File: src/rtl/sap_mar_pkg.sv
// Shared definitions for the extended SAP memory address register.
//   mar_state_t : IDLE / COLLECT state of the beat sequencer
//   beats_f     : number of W-bus beats that make up one address
//   idx_w_f     : width of the beat counter (never narrower than 1 bit)
package sap_mar_pkg;

    typedef enum logic {
        MAR_IDLE    = 1'b0,
        MAR_COLLECT = 1'b1
    } mar_state_t;

    function automatic int beats_f(input int addr_w, input int bus_w);
        return addr_w / bus_w;
    endfunction

    function automatic int idx_w_f(input int beats);
        return (beats > 1) ? $clog2(beats) : 1;
    endfunction

endpackage

File: src/rtl/sap_mar_ext_stager.sv
// Staging register and beat counter for multi-beat address loads.
//   CLK, CLR_bar : clock, async active-low reset
//   i_bus        : one W-bus beat
//   i_strobe     : accept i_bus into the slice selected by the beat counter
//   i_clear      : discard collected beats and restart at the LSB slice
//   o_staged     : staging contents with the current beat merged in, so the
//                  top can commit the full address on the last-beat edge
//   o_last       : the next accepted beat completes the address
module mar_beat_stager
    import sap_mar_pkg::*;
#(
    parameter int BUS_W = 8,
    parameter int BEATS = 2
) (
    input  logic                   CLK,
    input  logic                   CLR_bar,
    input  logic [BUS_W-1:0]       i_bus,
    input  logic                   i_strobe,
    input  logic                   i_clear,
    output logic [BEATS*BUS_W-1:0] o_staged,
    output logic                   o_last
);

    localparam int IDX_W = idx_w_f(BEATS);

    logic [BEATS*BUS_W-1:0] r_stage;
    logic [IDX_W-1:0]       r_idx;
    logic [BEATS*BUS_W-1:0] w_merged;

    for (genvar g = 0; g < BEATS; g++) begin : g_slice
        assign w_merged[g*BUS_W +: BUS_W] =
            (r_idx == IDX_W'(g)) ? i_bus : r_stage[g*BUS_W +: BUS_W];
    end

    // With a single beat the counter sits at 0, which is also the last index.
    assign o_last   = (r_idx == IDX_W'(BEATS-1));
    assign o_staged = w_merged;

    always_ff @(posedge CLK or negedge CLR_bar) begin
        if (!CLR_bar) begin
            r_stage <= '0;
            r_idx   <= '0;
        end else if (i_clear) begin
            r_stage <= '0;
            r_idx   <= '0;
        end else if (i_strobe) begin
            r_stage <= w_merged;
            r_idx   <= o_last ? '0 : r_idx + 1'b1;
        end
    end

endmodule

File: src/rtl/sap_mar_ext.sv
// Extended memory address register: full-width load, LSB-first multi-beat
// load from the W bus committed atomically, and increment with wrap pulse.
//   CLK, CLR_bar : clock, async active-low reset
//   Lm_bar       : full-width load from addr_in (highest priority)
//   Lb_bar       : beat load from bus_in
//   Im           : increment committed address (ignored mid-sequence)
//   addr_in      : full-width address source
//   bus_in       : W bus beat
//   mar_output   : committed address to RAM
//   busy         : beat sequence partially collected
//   wrap         : one-cycle pulse after an all-ones -> zero increment
module sap_mar_ext
    import sap_mar_pkg::*;
#(
    parameter int                ADDR_W   = 16,
    parameter int                BUS_W    = 8,
    parameter logic [ADDR_W-1:0] RST_ADDR = '0
) (
    input  logic              CLK,
    input  logic              CLR_bar,
    input  logic              Lm_bar,
    input  logic              Lb_bar,
    input  logic              Im,
    input  logic [ADDR_W-1:0] addr_in,
    input  logic [BUS_W-1:0]  bus_in,
    output logic [ADDR_W-1:0] mar_output,
    output logic              busy,
    output logic              wrap
);

    localparam int BEATS = beats_f(ADDR_W, BUS_W);

    if ((ADDR_W % BUS_W) != 0) begin : g_bad_width
        $error("sap_mar_ext: ADDR_W must be an integer multiple of BUS_W");
    end

    mar_state_t        r_state;
    logic [ADDR_W-1:0] r_mar;
    logic              r_wrap;
    logic [ADDR_W-1:0] w_staged;
    logic              w_last;
    logic              w_strobe;
    logic              w_clear;

    // A full load in the same cycle drops the beat and flushes the stager.
    assign w_clear  = !Lm_bar;
    assign w_strobe = !Lb_bar && Lm_bar;

    mar_beat_stager #(
        .BUS_W (BUS_W),
        .BEATS (BEATS)
    ) u_stager (
        .CLK      (CLK),
        .CLR_bar  (CLR_bar),
        .i_bus    (bus_in),
        .i_strobe (w_strobe),
        .i_clear  (w_clear),
        .o_staged (w_staged),
        .o_last   (w_last)
    );

    always_ff @(posedge CLK or negedge CLR_bar) begin
        if (!CLR_bar) begin
            r_mar   <= RST_ADDR;
            r_wrap  <= 1'b0;
            r_state <= MAR_IDLE;
        end else begin
            r_wrap <= 1'b0;
            if (!Lm_bar) begin
                r_mar   <= addr_in;
                r_state <= MAR_IDLE;
            end else if (!Lb_bar) begin
                if (w_last) begin
                    r_mar   <= w_staged;
                    r_state <= MAR_IDLE;
                end else begin
                    r_state <= MAR_COLLECT;
                end
            end else if (Im && (r_state == MAR_IDLE)) begin
                r_mar  <= r_mar + 1'b1;
                r_wrap <= &r_mar;
            end
        end
    end

    assign mar_output = r_mar;
    assign busy       = (r_state == MAR_COLLECT);
    assign wrap       = r_wrap;

endmodule

File: config.mk
export PLATFORM = sky130hd
export DESIGN_NAME = sap_mar_ext
export DESIGN_NICKNAME = d
export VERILOG_FILES = /design/src/rtl/sap_mar_pkg.sv /design/src/rtl/sap_mar_ext_stager.sv /design/src/rtl/sap_mar_ext.sv
export SDC_FILE = /design/constraint.sdc
export NUM_CORES = 1
export LEC_CHECK = 0
export BUFFER_PORTS_ARGS = -buffer_cell sky130_fd_sc_hd__buf_2
export CAP_MARGIN = 20
export CORE_AREA = 2 2 74 76
export DETAILED_ROUTE_END_ITERATION = 12
export DIE_AREA = 0 0 76 78
export PLACE_DENSITY = 0.66
export SLEW_MARGIN = 20
export SYNTH_ARGS = -nofsm -noshare
export SYNTH_HDL_FRONTEND = slang
export SYNTH_SLANG_ARGS = --single-unit
File: constraint.sdc
create_clock -name CLK -period 3.4 [get_ports CLK]
set_clock_uncertainty 0.05 [all_clocks]
set_input_delay 0.85 -clock CLK [delete_from_list [all_inputs] [get_ports CLK]]
set_output_delay 0.85 -clock CLK [all_outputs]
set_load 0.005 [all_outputs]
* After elaboration in Yosys (flattened, before gate mapping)
Cells that the tools add are included.
** Cells by class
- Add/subtract/negate cells :: 2
- Equality and inequality tests :: 4
- Mux-type cells :: 17
- Bitwise gates (word level) :: 1
- Reduce and logical (&&, ||, !) cells :: 5
** Operators by type and width (count)
- 16-bit 2-to-1 mux :: 6
- 16-bit by 1-bit adder with 16-bit output (second input constant) :: 1
- 8-bit 2-to-1 mux :: 2
- 16-bit AND reduction :: 1
- 1-bit 2-to-1 mux :: 9
- 3-bit by 1-bit inequality test with 1-bit output (second input constant) :: 1
- 3-bit by 2-bit inequality test with 1-bit output (second input constant) :: 1
- 1-bit logical AND :: 2
- 2-bit by 1-bit inequality test with 1-bit output (second input constant) :: 1
- 2-bit inequality test (second input constant) :: 1
- 2-bit AND reduction :: 1
- 1-bit adder (second input constant) :: 1
- 1-bit logical NOT :: 1
- 1-bit NOT :: 1
** Storage, ports and cells
- Register bits :: 35
- Input port bits :: 29
- Output and inout bits :: 18
- Logic and storage cells :: 34

* Logic depth before layout (Yosys ltp)
Gate-level depths: netlist of the first run.
- Word-level depth :: 5
- Gate-level depth with buffers :: 7
- Depth with buffers taken out :: 5

* Modules after synthesis
Synthesis of the first run repeated with hierarchy kept, for this count alone.
** Unflattened totals
- Cells, all modules :: 236
- Area total of the unflattened synthesis :: 2279.7 um^2
** By module, submodules not included
- sap_mar_ext :: times used 1, cells an instance 151, area an instance 1241.2 um^2, seq. area each 450.4 um^2
- mar_beat_stager :: times used 1, cells an instance 85, area an instance 1038.5 um^2, seq. area each 425.4 um^2

* Least setup slack after synthesis of the first run
Ideal clock, no wire load.
- Path type :: in2reg
- From :: in Lb_bar
- To :: reg r_mar[14] (netlist: mar_output[14])
- Library setup time :: 0.125 ns
- Arrival time :: 1.643 ns
- Data required time :: 3.225 ns
- Path slack :: 1.582 ns
- Cell stages on the path :: 6
- Path buffers :: 2
- Cells stage by stage :: nand2b_2 > and3_1 > buf_6 > buf_6 > a21oi_2 > nand3_1
** On the way
- Word-level cells in the longest chain between the ends :: 2
- Elaborated cells on any way between the ends :: 5
- Those cells by class :: 2 x eq/ne; 2 x mux; 1 x reduce/logical
** Ends and longest elaborated chain
- from (decl) :: line sap_mar_ext.sv:22 : input logic Lb_bar,
- 3-bit by 2-bit inequality test with 1-bit output (no line) (tied with other cells)
- 2-bit AND reduction (no line) or 16-bit 2-to-1 mux (tied branches)
- to (signal assigned) :: line sap_mar_ext.sv:70 : r_mar <= addr_in;
- to (signal assigned) :: line sap_mar_ext.sv:74 : r_mar <= w_staged;
- to (signal assigned) :: line sap_mar_ext.sv:80 : r_mar <= r_mar + 1'b1;
- to (decl) :: line sap_mar_ext.sv:38 : logic [ADDR_W-1:0] r_mar;
Several ways; a longest one is shown, not always the timed one.
A chain may end at the register's enable or synchronous reset.

* Final worst setup path of the first run
- From :: reg r_state (netlist: busy)
- To :: out busy
** RTL lines
- from (decl) :: line sap_mar_ext.sv:37 : mar_state_t r_state;
- from (signal assigned) :: line sap_mar_ext.sv:66 : r_state <= MAR_IDLE;
- from (signal assigned) :: line sap_mar_ext.sv:71 : r_state <= MAR_IDLE;
- from (signal assigned) :: line sap_mar_ext.sv:75 : r_state <= MAR_IDLE;
- to (decl) :: line sap_mar_ext.sv:27 : output logic busy,
No word-level cell between the ends.

==> run summary, run 1 <==
The final period utilization was 72.0%; the post-synthesis net count was 262. The tools report the count of different cell masters after synthesis as 52. The repair_antennas step left the layout with diodes totalling 0. Multiplexer share of the synthesized area: 6.62%. In this run, post-CTS hold repair placed 0 buffers.

Counting the buffers created by CTS gives 5. Hold violation count in the final report: 0. The post-route netlist has 25.7% of its cells at a drive strength greater than 1. In this run the static leakage power is 0.988 nW. The first TritonRoute pass finished after 4 iterations. The clock drives 31 sinks. The share of total power dissipated in sequential elements is 47.4%.

For this design the total switching power over the nets is 0.000325 W. Internal power comes to 0.000655 W. Net switching is 33.2% of the power. On the worst path, the slowest cell contributes a delay of 0.85 ns.

The slew at the pin closest to its max-slew limit came out at 0.777 ns. Dividing the detail-routed wire length by the instance count gives 15.7 µm. Total number of H-tree levels: 2.

For this design the ratio of total power to cell area is 422 nW/µm². Walking the worst path, the cells encountered are buf_4, buf_2. The total of cells resized after clock tree synthesis is 0. The commonest cells after synthesis are 31 x dfrtp_1, 30 x nand2_1, 21 x a21oi_1. The run gives 0 as the number of nets with antenna violations after detailed routing. The synthesized netlist devotes 24.4% of its cell area to compound gates. The placeable core area is 5040 µm², and the post-place instance area is 2240 µm². The tools report the total congestion overflow as 0.

The path depth of the worst reg2reg path works out to 4. The worst setup path is launched from a register. The congestion estimate from routability-driven global placement came to 0.846. Counting the fill cells in the layout gives 520.

The cell type group with the largest total delay on the critical path was flip-flops. The cell area after layout came out at 2320 µm². The wire-length estimate of the detail-placed layout is 3840 µm. The overall via count from detail_route was 1,925. The critical path in this run is classified as reg2out. For the sum of negative setup slack, the log shows 0 ns. The run gives 48.2% as the remaining max-slew budget at the tightest pin. The post-CTS clock slew at the launch and capture registers of the worst setup and hold paths is 0.06 ns. The tools report the pin count of the biggest net entering global routing as 32. For the sequential cell area in the final layout, the log shows 776 µm². The floorplan die height works out to 78 µm. The endpoint of the worst register-to-register path is mar_output[3].

The root buffer cell is clkbuf_8. By area the synthesized netlist is led by dfrtp_1 38%, nand2_1 5.6%, a21oi_1 5.2%. TritonCTS built the clock tree.

In the synthesized netlist, the number of instances is 232. The via count of the first global-routing pass is 1,795, and the number of I/O pins is 47. The logs give 23.6% for the combinational power share and 29.0% for the part of the total power dissipated in the clock network. The synthesized design contains 0 enable-type register cells. Dividing the synthesized area by the synthesized cell count gives 8.72 µm². The number of buffers between clock root and the deepest sink was 2. For this block, the initial DRC count from the detailed router was 186.

After Yosys synthesis, XOR and XNOR cells account for 1.30% of the synthesized area. In this run the cell area of the synthesized design comes to 2020 µm². From synthesis to final layout, the design area changed by 14.7%.

The initial utilization of the core area, before any placement, comes to 40.1%. Final number of max-transition violations: 0. The run gives 0 as the initial antenna violation count.

The startpoint identified for the worst register-to-register timing path is busy. Classification of the worst-slack hold path: reg2reg. Max-cap violations in this run came to 0. The warning count from the yosys run is 0, and the basic-gate share of the synthesized area counting and, or, nand and nor cells is 21.9%. The critical path contains buffers and inverters numbering 2 combined. The largest total area in the synthesized netlist belongs to dfrtp_1.

The die span in x was 76 µm. After synthesis, flip-flops and latches occupy 38.3% of the total area. The flow ran to the end, and the final reports show no timing, DRC or antenna violations. Based on the critical path, the design can be clocked at up to 408 MHz. Total area of multi-input combinational cells: 1110 µm². The die covers 5930 µm². Prevailing post-synth register cell: dfrtp_1. At the later pin of the worst-skew pair, clock insertion delay measures 0.29 ns. The number of DRC violations after detailed routing was 0; the overall fraction of global-route tracks in use was 19.3%. The number of vias per cell after detailed routing was 5.63; the top-area cell type share of the netlist area was 38.3%. Final wirelength: 5380 µm. The run gives 1.55 ns as the arrival time reported for the critical path endpoint. Adder-cell share of the synthesized area: 0.618%. Critical path depth in cells: 2. Timing endpoint of the critical path: busy. Setup violations remaining at the end of the flow were counted as 0. The worst ir drop on vdd is 0.173 mV. Start point of the critical path: busy.

After floorplanning, the core was divided into 26 placement rows. Subtracting the final worst setup slack from the clock period gives 2.45 ns. Setup repair after global routing left no endpoint under its margin. Along the worst path, the maximum fanout reaches 20. The tools report the slack of the worst reg-to-reg path as 1.22 ns.

After synthesis, the largest family of logic cells by area is compound AO/OA/AOI/OAI gates. STA classifies the critical path endpoint as an output pin. The cell with the most instances after synthesis was dfrtp_1. In this run the post-CTS setup repair buffer count came out at 0.

The count of buffers added on input and output ports is 46. For this design, the slowest cell found on the critical path is dfrtp_1. For this run, asynchronously set or reset flops after synthesis account for 100%.

The first global-routing pass estimated 8960 µm of wire. Synthesis inferred 31 register bits. Data on the critical path is required at its endpoint by 2.50 ns. In the final design database the tool counted 301 nets.
==> through the flow <==
step	instances	power (W)	worst slack (ns)	utilization, %	hold slack (ns)
6_report	342	0.000980	0.951	46.0	0.473
5_1_grt	342	0.00104	0.847	46.0	0.481
3_3_place_gp	334	0.000702	1.16	44.4	0.459
2_1_floorplan	232	0.000615	1.58	-	0.451
4_1_cts	342	0.000987	0.969	46.0	0.474
3_5_place_dp	334	0.000703	1.13	44.4	0.465
==> logic make-up (layout without fill, tap and decap cells) <==
logic type      Yosys count  count (layout)
compound gates           78              78
xor+xnor                  3               3
fa+ha+maj                 1               1
buf+inv                  22              62
flops                    31              31
mux                      13              13
simple gates             84              84
==> power groups by stage <==
stage                     clock [W]  sequential [W]  combinational [W]
after floorplan                   0        0.000454           0.000161
after global placement            0        0.000471           0.000230
after detailed placement          0        0.000472           0.000231
after CTS                  0.000290        0.000465           0.000233
after global routing       0.000304        0.000473           0.000260
final                      0.000284        0.000465           0.000231
==> state kept, by name (all words and copies together), names as in the netlist <==
name,count
busy,1
u_stager.r_stage,13
wrap,1
mar_output,16
==> worst min path at each step <==
stage                                     from              endpoint  slack, ns  cells after the start
final                     u_stager.r_stage[12]  u_stager.r_stage[12]       0.47                      2
after global placement     u_stager.r_stage[8]   u_stager.r_stage[8]       0.46                      2
after floorplan           u_stager.r_stage[11]  u_stager.r_stage[11]       0.45                      2
after detailed placement  u_stager.r_stage[12]  u_stager.r_stage[12]       0.46                      2
after CTS                 u_stager.r_stage[12]  u_stager.r_stage[12]       0.47                      2
after global routing      u_stager.r_stage[12]  u_stager.r_stage[12]       0.48                      2
==> placed cells by master, fill, tap and decap left out, drive strengths merged <==
cell type   n
mux2        3
o311ai      1
clkbuf      7
a31o        3
xnor2       3
buf        48
and4        1
nand2b      3
a31oi       5
a21o        1
dfrtp      31
nor3        7
o21a        2
o22ai       2
o31a        1
ha          1
a21oi      22
and3        2
o22a        2
o211ai      3
nand3b      3
nor2       18
nand4b      1
mux2i      10
nand3       9
nor3b       1
nand2      30
a211o       2
nor2b       2
nor4        2
a211oi      3
a41oi       1
clkinv      1
o2bb2ai     5
and2        1
a221oi      3
o21ai      22
inv         6
nand4       4
==> tightest hold or removal path, cell delays in order (launching register included) <==
cell	delay [ns]
dfrtp_1	0.37
nand2_1	0.06
a21oi_1	0.06
==> layout make-up <==
| cell class | instances | area share [%] |
|---|---|---|
| clock inverter | 1 | 0.216 |
| clock buffer | 7 | 3.29 |
| timing repair buffer | 48 | 10.6 |
| tap | 70 | 3.77 |
| sequential | 31 | 33.4 |
| inverter | 6 | 0.970 |
| multi-input combinational | 179 | 47.8 |
==> layer usage <==
| metal | up-vias | global-route usage, % | wire [µm] |
|---|---|---|---|
| met5 | - | 0 | 0 |
| met4 | 0 | 7.64 | 97 |
| met3 | 12 | 4.65 | 378 |
| met2 | 64 | 27.6 | 2440 |
| met1 | 925 | 27.8 | 2460 |
| li1 | 924 | - | - |
(Power assumes the default switching activity.)
==> run 2: changes to the inputs <==
==> constraint.sdc (replaced) <==
create_clock -name CLK -period 2.5 [get_ports CLK]
set_clock_uncertainty 0.05 [all_clocks]
set_input_delay 0.625 -clock CLK [delete_from_list [all_inputs] [get_ports CLK]]
set_output_delay 0.625 -clock CLK [all_outputs]
set_load 0.005 [all_outputs]
==> run summary, run 2 (same netlist as run 1, synthesis figures left out) <==
The run gives 0 (unchanged) as the total congestion overflow. The total setup buffers inserted after CTS was 0 (unchanged); the die span in x was 76 µm (unchanged). The worst setup path is launched from a register. The tools report the number of I/O pins as 47 (unchanged). Based on the critical path, the design can be clocked at up to 541 MHz. The library cell used most frequently in the layout, excluding fill and tap cells, is buf_2.

The logs give 2.63 ns (+0.13 ns) for the data required time at the worst endpoint and 0.287 mV (+66%) for the worst ir drop on vdd. For the number of cells in the finished layout apart from fillers, the log shows 346 (+1.2%). The site row count was 26 (unchanged); the switching power was 0.000451 W (+39%). The logs give 0.65 ns (-0.57 ns) for the slack of the worst reg-to-reg path and 171 (-8.1%) for the starting DRC count in detailed routing. The signal on the critical path passes through buf_4, nand2b_2, nand3_2, o21ai_1, a211o_1. The detailed router used layers up to and including met4. The tools report the placeable core area as 5040 µm² (unchanged). Count of buffers inserted at the top-level ports: 46 (unchanged).

The number of nets in the finished design is 305 (+1.3%), and the total length of routed met2 wires is 2560 µm (+4.8%). The total power after layout is 0.00140 W (+43%). The floorplan die height is 78 µm (unchanged), and the area overhead of the layout relative to synthesis is 17.1%. The run gives 0 (unchanged) as the number of nets with antenna violations after detailed routing.

For the hold violation count in the final report, the log shows 0 (unchanged). The cts-stage hold buffer count was 0 (unchanged); the final wirelength was 5580 µm (+3.8%). The logs give 338 (+1.2%) for the count of placed standard cells including taps and 0 (unchanged) for the number of violations of the max-capacitance limit. The startpoint of the most critical register-to-register path is busy. The sum of negative setup slack is 0 ns (unchanged). The largest fanout of any net on the critical path was 14 (-30%). The worst setup path is captured at a register. The post-CTS clock slew at the launch and capture registers of the worst setup and hold paths came out at 0.07 ns (about the same).

Broken down by cell family, the worst path's largest delay share belongs to flip-flops. The number of detailed-route iterations in the first pass is 4 (unchanged), and the overall via count from detail_route is 1,906 (-0.99%). The tools report the count of clock tree sinks as 31 (unchanged). The global-route wire length before repair is 9320 µm (+4.1%).

The via count of the first global-routing pass came out at 1,825 (+1.7%). The remaining max-slew budget at the tightest pin is 53.5% (+5.3 points). After layout, the minimum clock period comes to 1.85 ns. The number of buffers and inverters on the critical path was 1 (-1).

For the total of cells resized after clock tree synthesis, the log shows 0 (unchanged). The largest individual stage delay along the critical path comes from the cell dfrtp_1. The run finished with clean final reports. The leakage component of the power was 1.02 nW (+3.0%). The tools report the initial antenna violation count as 0 (unchanged). Source-to-sink clock delay at the later pin of the worst-skew pair: 0.29 ns (about the same).

Total number of H-tree levels: 2 (unchanged). The slew at the pin closest to its max-slew limit is 0.697 ns (-0.0797 ns). Kind of critical path: reg2reg. The total CTS buffers is 5 (unchanged). The switching part of the total was 32.1% (-1.0 points). Classification of the worst-slack hold path: in2async. The pin count of the biggest net entering global routing came out at 32 (unchanged). The core utilization of the finished layout came out at 47.0% (+0.97 points). Number of vias per cell after detailed routing: 5.51 (-2.1%). TritonCTS built the clock tree. The run gives 2660 µm (+8.0%) as the wire length on met1. The peak per-stage delay on the critical path is 0.55 ns (-0.30 ns), and the proportion of power drawn by flip-flops and latches is 44.7% (-2.7 points). The total met3 wirelength after detailed routing is 286 µm (-24%), and the global placement routability congestion is 0.884 (+4.5%). The logs give 19.9% (+0.65 points) for the overall fraction of global-route tracks in use and 1.98 ns (+0.43 ns) for the arrival time reported for the critical path endpoint.

The logs give 0 (unchanged) for the final number of max-transition violations and 23.5% (about the same) for the combinational power share. The run gives 5930 µm² (unchanged) as the die area. The tools report the part of the total power dissipated in the clock network as 31.8% (+2.8 points).

The initial standard-cell utilization of the core came out at 40.1% (unchanged). The cell-internal power was 0.000952 W (+45%); the count of final setup violators was 0 (unchanged). The root buffer cell is clkbuf_8. The logs give 0 (unchanged) for the number of DRC violations after detailed routing and 0 (unchanged) for the diode insertion count for antenna repair.

The number of buffers between clock root and the deepest sink is 2 (unchanged). The library cells used most frequently in the layout, excluding fill and tap cells, are 46 x buf_2, 31 x dfrtp_1, 30 x nand2_1. The average wire length per cell after detail routing is 16.1 µm (+2.6%). The share of layout cells above drive strength 1 works out to 27.2% (+1.4 points).

The number of flip-flops in the largest register is 16 (unchanged). Setup repair after global routing left no endpoint under its margin. The endpoint identified for the worst register-to-register timing path is mar_output[10].

The ratio of total power to cell area was 592 nW/µm² (+40%); the final period utilization was 74.0%. The path depth of the worst reg2reg path is 5 (+1), and the placed wire-length estimate is 4110 µm (+6.9%).
run 2: routing by layer:
metal / GRT usage (%) / vias to the layer above
met5: 0 / -
met4: 6.18 / 0
met3: 4.53 / 8
met2: 30.8 / 59
met1: 27.8 / 903
li1: - / 936
run 2: worst max path at each step:
stage / slack [ns] / from / cells past startpoint / endpoint
2_1_floorplan: 0.91 / Lb_bar / 6 / mar_output[14]
3_3_place_gp: 0.56 / Lb_bar / 6 / mar_output[3]
3_5_place_dp: 0.52 / Lb_bar / 5 / mar_output[10]
4_1_cts: 0.67 / busy / 5 / mar_output[10]
5_1_grt: 0.54 / busy / 5 / mar_output[10]
6_report: 0.65 / busy / 5 / mar_output[10]
run 2: area by class of cell:
cell class / count / area (µm²)
inverter: 6 / 22.5
clock buffer: 8 / 100
timing repair buffer: 52 / 275
sequential: 31 / 776
tap: 70 / 87.6
fill: 537 / 2670
multi-input combinational: 179 / 1110
run 2: power by group through the flow:
stage	registers [W]	clock network, W	logic [W]
finish	0.000628	0.000446	0.000329
global route	0.000639	0.000475	0.000371
CTS	0.000627	0.000449	0.000331
detailed placement	0.000637	0	0.000329
global placement	0.000636	0	0.000324
floorplan	0.000617	0	0.000219
run 2: stage by stage:
stage | setup WS (ns) | hold WS (ns) | instance area [µm²]
after floorplan | 0.907 | 0.279 | 2020
after global placement | 0.563 | 0.459 | 2270
after detailed placement | 0.518 | 0.470 | 2270
after CTS | 0.673 | 0.361 | 2370
after global routing | 0.537 | 0.393 | 2370
final | 0.650 | 0.326 | 2370
